===== config.mk =====
export PLATFORM = sky130hd
export DESIGN_NAME = wb_commit_stage
export DESIGN_NICKNAME = d
export VERILOG_FILES = /design/src/rtl/wb_commit_stage_pkg.sv /design/src/rtl/wb_trace_fifo.sv /design/src/rtl/wb_commit_stage.sv
export SDC_FILE = /design/constraint.sdc
export NUM_CORES = 1
export LEC_CHECK = 0
export BUFFER_PORTS_ARGS = -buffer_cell sky130_fd_sc_hd__buf_2
export CAP_MARGIN = 25
export CELL_PAD_IN_SITES_DETAIL_PLACEMENT = 0
export CELL_PAD_IN_SITES_GLOBAL_PLACEMENT = 1
export CORE_AREA = 2 2 300 302
export CTS_BUF_LIST = sky130_fd_sc_hd__clkbuf_2
export DETAILED_ROUTE_END_ITERATION = 12
export DIE_AREA = 0 0 302 304
export GPL_TIMING_DRIVEN = 1
export PLACE_DENSITY = 0.7
export SYNTH_ARGS = -nofsm -noshare
export SYNTH_HDL_FRONTEND = slang
export SYNTH_SLANG_ARGS = --single-unit

===== constraint.sdc =====
create_clock -name clk -period 8.2 [get_ports clk]
set_input_delay 0.41 -clock clk [delete_from_list [all_inputs] [get_ports clk]]
set_output_delay 0.41 -clock clk [all_outputs]
set_load 0.02 [all_outputs]

===== src/rtl/wb_commit_stage_pkg.sv =====
// Shared sizing helpers for the writeback/commit stage and its trace FIFO.
// Trace entry layout is {pc, we, waddr, wdata}; HI/LO bus is {hi_wdata, lo_wdata, hi_we, lo_we}.
package wb_commit_stage_pkg;

  function automatic int unsigned trace_entry_w(input int unsigned pc_w,
                                                input int unsigned addr_w,
                                                input int unsigned data_w);
    return pc_w + 1 + addr_w + data_w;
  endfunction

  function automatic int unsigned hilo_w(input int unsigned data_w);
    return 2 * data_w + 2;
  endfunction

endpackage


===== src/rtl/wb_trace_fifo.sv =====
// Circular trace FIFO: up to LANES compacted pushes and one pop per cycle.
// The head is popped every cycle the FIFO is non-empty; head reads as zero when empty.
module wb_trace_fifo #(
  parameter int unsigned LANES   = 2,
  parameter int unsigned ENTRY_W = 70,
  parameter int unsigned DEPTH   = 8
) (
  input  logic                             clk,
  input  logic                             resetn,
  input  logic [$clog2(LANES+1)-1:0]       push_cnt,
  input  logic [LANES*ENTRY_W-1:0]         push_data,
  output logic [ENTRY_W-1:0]               head,
  output logic [$clog2(DEPTH+1)-1:0]       count
);
  localparam int unsigned PTR_W  = $clog2(DEPTH);
  localparam int unsigned CNT_W  = $clog2(DEPTH + 1);
  localparam int unsigned PCNT_W = $clog2(LANES + 1);

  logic [ENTRY_W-1:0] mem [DEPTH];
  logic [PTR_W-1:0]   wptr;
  logic [PTR_W-1:0]   rptr;
  logic               pop;

  assign pop  = (count != '0);
  assign head = pop ? mem[rptr] : '0;

  always_ff @(posedge clk or negedge resetn) begin
    if (!resetn) begin
      wptr  <= '0;
      rptr  <= '0;
      count <= '0;
    end else begin
      wptr  <= wptr + PTR_W'(push_cnt);
      rptr  <= rptr + PTR_W'(pop);
      count <= count + CNT_W'(push_cnt) - CNT_W'(pop);
    end
  end

  // Pushed entries arrive already compacted: slot s goes to wptr+s.
  always_ff @(posedge clk) begin
    for (int unsigned s = 0; s < LANES; s++) begin
      if (PCNT_W'(s) < push_cnt)
        mem[wptr + PTR_W'(s)] <= push_data[s*ENTRY_W +: ENTRY_W];
    end
  end

endmodule


===== src/rtl/wb_commit_stage.sv =====
// Multi-lane writeback/commit register with $0/WAW write filtering and a serialised debug trace.
// Optional HI/LO writeback path is enabled by defining WB_HILO_EN.
module wb_commit_stage
  import wb_commit_stage_pkg::*;
#(
  parameter int unsigned LANES       = 2,
  parameter int unsigned DATA_W      = 32,
  parameter int unsigned ADDR_W      = 5,
  parameter int unsigned PC_W        = 32,
  parameter int unsigned TRACE_DEPTH = 8
) (
  input  logic                      clk,
  input  logic                      resetn,
  input  logic                      flush,
  input  logic                      in_valid,
  output logic                      in_ready,
  input  logic [LANES-1:0]          in_lane_vld,
  input  logic [LANES-1:0]          in_lane_we,
  input  logic [LANES*ADDR_W-1:0]   in_lane_waddr,
  input  logic [LANES*DATA_W-1:0]   in_lane_wdata,
  input  logic [LANES*PC_W-1:0]     in_lane_pc,
  output logic [LANES-1:0]          rf_we,
  output logic [LANES*ADDR_W-1:0]   rf_waddr,
  output logic [LANES*DATA_W-1:0]   rf_wdata,
`ifdef WB_HILO_EN
  input  logic [hilo_w(DATA_W)-1:0] in_hilo,
  output logic                      hi_we,
  output logic                      lo_we,
  output logic [DATA_W-1:0]         hi_wdata,
  output logic [DATA_W-1:0]         lo_wdata,
`endif
  output logic [PC_W-1:0]           debug_wb_pc,
  output logic [3:0]                debug_wb_rf_wen,
  output logic [ADDR_W-1:0]         debug_wb_rf_wnum,
  output logic [DATA_W-1:0]         debug_wb_rf_wdata,
  output logic                      trace_full
);
  localparam int unsigned ENTRY_W = trace_entry_w(PC_W, ADDR_W, DATA_W);
  localparam int unsigned CNT_W   = $clog2(TRACE_DEPTH + 1);
  localparam int unsigned PCNT_W  = $clog2(LANES + 1);

  logic                    accept;
  logic [LANES-1:0]        lane_wr;
  logic [LANES-1:0]        lane_commit;

  logic [LANES-1:0]        b_vld;
  logic [LANES-1:0]        b_wr;
  logic [LANES*ADDR_W-1:0] b_waddr;
  logic [LANES*DATA_W-1:0] b_wdata;
  logic [LANES*PC_W-1:0]   b_pc;

  logic [CNT_W-1:0]         fifo_count;
  logic [PCNT_W-1:0]        push_cnt;
  logic [LANES*ENTRY_W-1:0] push_data;
  logic [ENTRY_W-1:0]       head;

  assign in_ready   = (fifo_count <= CNT_W'(TRACE_DEPTH - LANES));
  assign trace_full = ~in_ready;
  assign accept     = in_valid & in_ready & ~flush;

  // lane_wr is the trace-visible enable; lane_commit additionally drops a lane
  // when a younger lane of the same bundle writes the same register.
  always_comb begin
    lane_wr     = '0;
    lane_commit = '0;
    for (int unsigned i = 0; i < LANES; i++) begin
      lane_wr[i] = in_lane_vld[i] & in_lane_we[i] &
                   (in_lane_waddr[i*ADDR_W +: ADDR_W] != '0);
    end
    for (int unsigned i = 0; i < LANES; i++) begin
      lane_commit[i] = lane_wr[i];
      for (int unsigned j = i + 1; j < LANES; j++) begin
        if (lane_wr[j] &&
            (in_lane_waddr[j*ADDR_W +: ADDR_W] == in_lane_waddr[i*ADDR_W +: ADDR_W]))
          lane_commit[i] = 1'b0;
      end
    end
  end

  always_ff @(posedge clk or negedge resetn) begin
    if (!resetn) begin
      b_vld   <= '0;
      b_wr    <= '0;
      b_waddr <= '0;
      b_wdata <= '0;
      b_pc    <= '0;
      rf_we   <= '0;
    end else if (accept) begin
      b_vld   <= in_lane_vld;
      b_wr    <= lane_wr;
      b_waddr <= in_lane_waddr;
      b_wdata <= in_lane_wdata;
      b_pc    <= in_lane_pc;
      rf_we   <= lane_commit;
    end else begin
      b_vld   <= '0;
      b_wr    <= '0;
      b_waddr <= '0;
      b_wdata <= '0;
      b_pc    <= '0;
      rf_we   <= '0;
    end
  end

  assign rf_waddr = b_waddr;
  assign rf_wdata = b_wdata;

`ifdef WB_HILO_EN
  logic [hilo_w(DATA_W)-1:0] hilo_q;

  always_ff @(posedge clk or negedge resetn) begin
    if (!resetn)
      hilo_q <= '0;
    else if (accept)
      hilo_q <= in_hilo;
    else
      hilo_q <= '0;
  end

  assign {hi_wdata, lo_wdata, hi_we, lo_we} = hilo_q;
`endif

  // Valid lanes of the registered bundle are packed, oldest first, into consecutive push slots.
  always_comb begin
    int unsigned slot;
    slot      = 0;
    push_data = '0;
    for (int unsigned i = 0; i < LANES; i++) begin
      if (b_vld[i]) begin
        push_data[slot*ENTRY_W +: ENTRY_W] = {b_pc[i*PC_W +: PC_W], b_wr[i],
                                              b_waddr[i*ADDR_W +: ADDR_W],
                                              b_wdata[i*DATA_W +: DATA_W]};
        slot = slot + 1;
      end
    end
    push_cnt = PCNT_W'(slot);
  end

  wb_trace_fifo #(
    .LANES   (LANES),
    .ENTRY_W (ENTRY_W),
    .DEPTH   (TRACE_DEPTH)
  ) u_trace_fifo (
    .clk       (clk),
    .resetn    (resetn),
    .push_cnt  (push_cnt),
    .push_data (push_data),
    .head      (head),
    .count     (fifo_count)
  );

  assign debug_wb_pc       = head[ENTRY_W-1 -: PC_W];
  assign debug_wb_rf_wen   = {4{head[ADDR_W+DATA_W]}};
  assign debug_wb_rf_wnum  = head[DATA_W +: ADDR_W];
  assign debug_wb_rf_wdata = head[DATA_W-1:0];

endmodule


==> reports/metrics.cfg <==
[worst_setup_path]
critical_path_class = reg2out
timing.critical_path.arrival_ns = 4.64
worst_setup_path_start_kind = register
worstPathRequired_ns = 7.79
crit_fanout = 100
worst_setup_path_end_kind = output pin

[grt]
grt_overflow_total = 0
via_count_of_the_first_global_routing_pass = 27430
global_route.peak_usage_layer = met2
met1_usage = 0.3013
global_route_wire_length_before_repair_um = 162800
grt_use_total = 0.2359
maximum_number_of_pins_on_one_net_before_global_route_repair = 103
grt.met2_usage = 0.3969
antenna_found_initial = 4
gr_met3_demand_resource = 0.04034

[floorplanning]
site_rows = 110
dieHeight_um = 304
ios = 297
width_of_the_chip_um = 302
floorplan.initialDensity = 0.3939
core_area_sq_mm = 0.08905
dieArea_sq_mm = 0.09181

[synthesis]
yosys_register_bits = 713
synth_nets = 3153
synth_compound_area_frac = 0.1572
synthesis.area_per_instance_sq_um = 11.72
area_share_of_the_leading_cell_type_in_the_synthesized_netlist = 0.4794
postSynthCellCount = 2992
synth-main-ff-cell = sky130_fd_sc_hd__edfxtp_1
post-synth-top-count-cell = sky130_fd_sc_hd__o21ai_0
synth_commonest_cells = sky130_fd_sc_hd__o21ai_0, sky130_fd_sc_hd__edfxtp_1, sky130_fd_sc_hd__and2_1, sky130_fd_sc_hd__clkbuf_1, sky130_fd_sc_hd__dfrtp_1
synthSimpleGateAreaFrac = 0.08707
yosys.area_share.xor_xnor = 0.003174
yosysSeqAreaShare = 0.5885
synth_adder_area_share = 0.005778
number_of_enable_type_register_cells_in_the_synthesized_netlist = 560
mux_share_of_post_synthesis_cell_area = 0.1122
synthesis.area_sq_mm = 0.03508
synth-async-reset-ratio = 0.2146
netlist.top_cell.by_area = sky130_fd_sc_hd__edfxtp_1
synthesis.yosys.warnings = 0
yosys.cell_types.count = 44
post_synth_main_area_contributors = sky130_fd_sc_hd__edfxtp_1, sky130_fd_sc_hd__o21ai_0, sky130_fd_sc_hd__dfrtp_1, sky130_fd_sc_hd__mux4_2, sky130_fd_sc_hd__and2_1
synth_top_family_by_area = compound AO/OA/AOI/OAI gates

[pwr]
p_leak_uw = 0.01637
total_power_uw = 10500
switchingPower_uw = 3848
internal_power_uw = 6647
irDropWorstVdd_mv = 0.2621
power_frac_seq = 0.425
p_clk_frac = 0.252
pwr_density_mw_per_mm2 = 245.9
switching_share = 0.3666
p_comb_frac = 0.323

[place]
place_worst_setup_slack_ns = 4.140
buffer_ports.inserted = 296
place.gp.congestion = 0.7660
detailed_place_hpwl_um = 59110

[clocking]
cts_made_buffers = 188
cell_chosen_for_the_clock_root = sky130_fd_sc_hd__clkbuf_2
worst_skew_pair.late_latency_ns = 1.47
clkSinkCount = 713
gates_resized_cts_repair = 0
clk_pin_slew_ns = 0.12
cts_tree = done
h-tree-depth = 4
clk_path_buf_depth = 3

[drt]
via_count = 27360
postRouteWirelength_um = 108900
dr.first_iter.drc_count = 2813
antenna_left = 0
drt-vias-per-instance = 5.625
detailedRoute.firstPassIterationCount = 6
drcViolationCount = 0
drt-wirelength-per-cell_um = 22.39

[min_path]
min-delay-path-class = in2async

[sta]
hold_viol_final = 0
postLayoutSetupSlackWorst_ns = 3.152
worst_clock_skew_ns = 0.1187
fin_worst_hold_slack_ns = 0.1533
final_period_minus_worst_setup_slack_ns = 5.048
rsz0062_at_grt = false
timing.final.max_slew_violations = 0
fmax_mhz = 198.1
relSlewSlack = 0.2416
share_of_the_clock_period_used_by_the_worst_path_after_layout = 0.6156
worst_pin_slew_ns = 1.138
timing.final.setup_violations = 0
setup_total_negative_slack_ns = 0

[run]
max_cap_viol_count = 0

[finish]
nFillCells = 8028
final_nets = 3681
syn_to_layout_area_delta_pct = 21.70
post_route_cells_drive_above_1_share = 0.2219

[run_status]
status = finished clean

## worst max-delay path, stage by stage, from the launching register on
cell                      delay (ns)
sky130_fd_sc_hd__dfrtp_4        1.06
sky130_fd_sc_hd__buf_12         0.75
sky130_fd_sc_hd__mux4_2         0.60
sky130_fd_sc_hd__mux2i_1        0.45
sky130_fd_sc_hd__nor2_1         0.12
sky130_fd_sc_hd__buf_2          0.19
## logic make-up (layout without fill, tap and decap cells)
family / count (synthesis) / in the layout
buffers and inverters: 389 / 1079
and+or+nand+nor: 589 / 589
xor gates and xnor gates: 11 / 11
DFF: 713 / 713
AOI/OAI and AO/OA: 1057 / 1057
other: 0 / 6
adders and majority gates: 15 / 15
muxes: 218 / 218
## registers in the layout, summed over array words and instances, names as in the netlist
| register | count |
|---|---|
| u_trace_fifo.mem | 560 |
| b_pc | 64 |
| rf_wdata | 64 |
| rf_waddr | 10 |
| u_trace_fifo.count | 4 |
| u_trace_fifo.rptr | 3 |
| u_trace_fifo.wptr | 3 |
| b_vld | 2 |
| b_wr | 2 |
| rf_we | 1 |
## cell type report
type	instances	area [sq um]	area share
Timing Repair Buffer	711	5682	0.1331
Tap cell	1176	1471	0.03447
Inverter	16	60.06	0.001407
Clock buffer	286	1431	0.03353
Sequential cell	713	20660	0.4840
Clock inverter	66	409.1	0.009584
Multi-Input combinational cell	1890	12960	0.3035
Antenna cell	6	15.01	0.0003517
## layer usage
layer  wire, um  vias to the layer above
met4       3471                        0
met2      54200                     1345
li1           -                    12280
met1      43120                    13490
met5          0                        -
met3       8130                      243
## stage by stage
stage	utilization	cell area [sq um]	std cells
3_5_place_dp	0.4162	37060	4134
6_report	0.4794	42690	4864
3_3_place_gp	0.4149	36950	4130
5_1_grt	0.4794	42690	4864
2_1_floorplan	-	35080	2992
4_1_cts	0.4786	42620	4856
## power by group through the flow
stage	combinational [uW]	clock (uW)	sequential, uW
after floorplan	2240	0	4380
after CTS	3430	2710	4470
after detailed placement	3260	0	4550
after global routing	3620	2890	4500
after global placement	3210	0	4540
final	3390	2640	4460
## what timing repair did
| action | CTS | global route |
|---|---|---|
| endpoints found under the hold margin | 296 | 0 |
| setup buffers | 0 | 0 |
| hold buffers | 370 | 0 |
## final timing paths
path | start | end | slack (ns) | depth (start not counted)
max in group asynchronous | resetn | rf_wdata[62] | 7.15 | 4
min in group clk | in_lane_wdata[29] | rf_wdata[29] | 0.24 | 4
max | u_trace_fifo.rptr[0] | debug_wb_pc[22] | 3.15 | 5
min reg2reg | u_trace_fifo.wptr[1] | u_trace_fifo.wptr[1] | 0.68 | 1
max reg2reg | b_vld[0] | u_trace_fifo.mem[7][34] | 4.03 | 6
min | resetn | u_trace_fifo.wptr[0] | 0.15 | 4
## placed cells by master, fill, tap and decap left out, types with 69 or more instances in the layout
cell and n:
sky130_fd_sc_hd__nor2_1 74, sky130_fd_sc_hd__o211ai_1 69, sky130_fd_sc_hd__mux2i_1 76, sky130_fd_sc_hd__nand3_1 73, sky130_fd_sc_hd__buf_2 295, sky130_fd_sc_hd__mux4_2 140, sky130_fd_sc_hd__and3_1 70, sky130_fd_sc_hd__clkbuf_2 286
sky130_fd_sc_hd__edfxtp_1 560, sky130_fd_sc_hd__nand2_1 143, sky130_fd_sc_hd__dlygate4sd3_1 369, sky130_fd_sc_hd__and2_1 209, sky130_fd_sc_hd__o21ai_0 949, sky130_fd_sc_hd__dfrtp_1 148
Power figures use the tool's default switching activity.
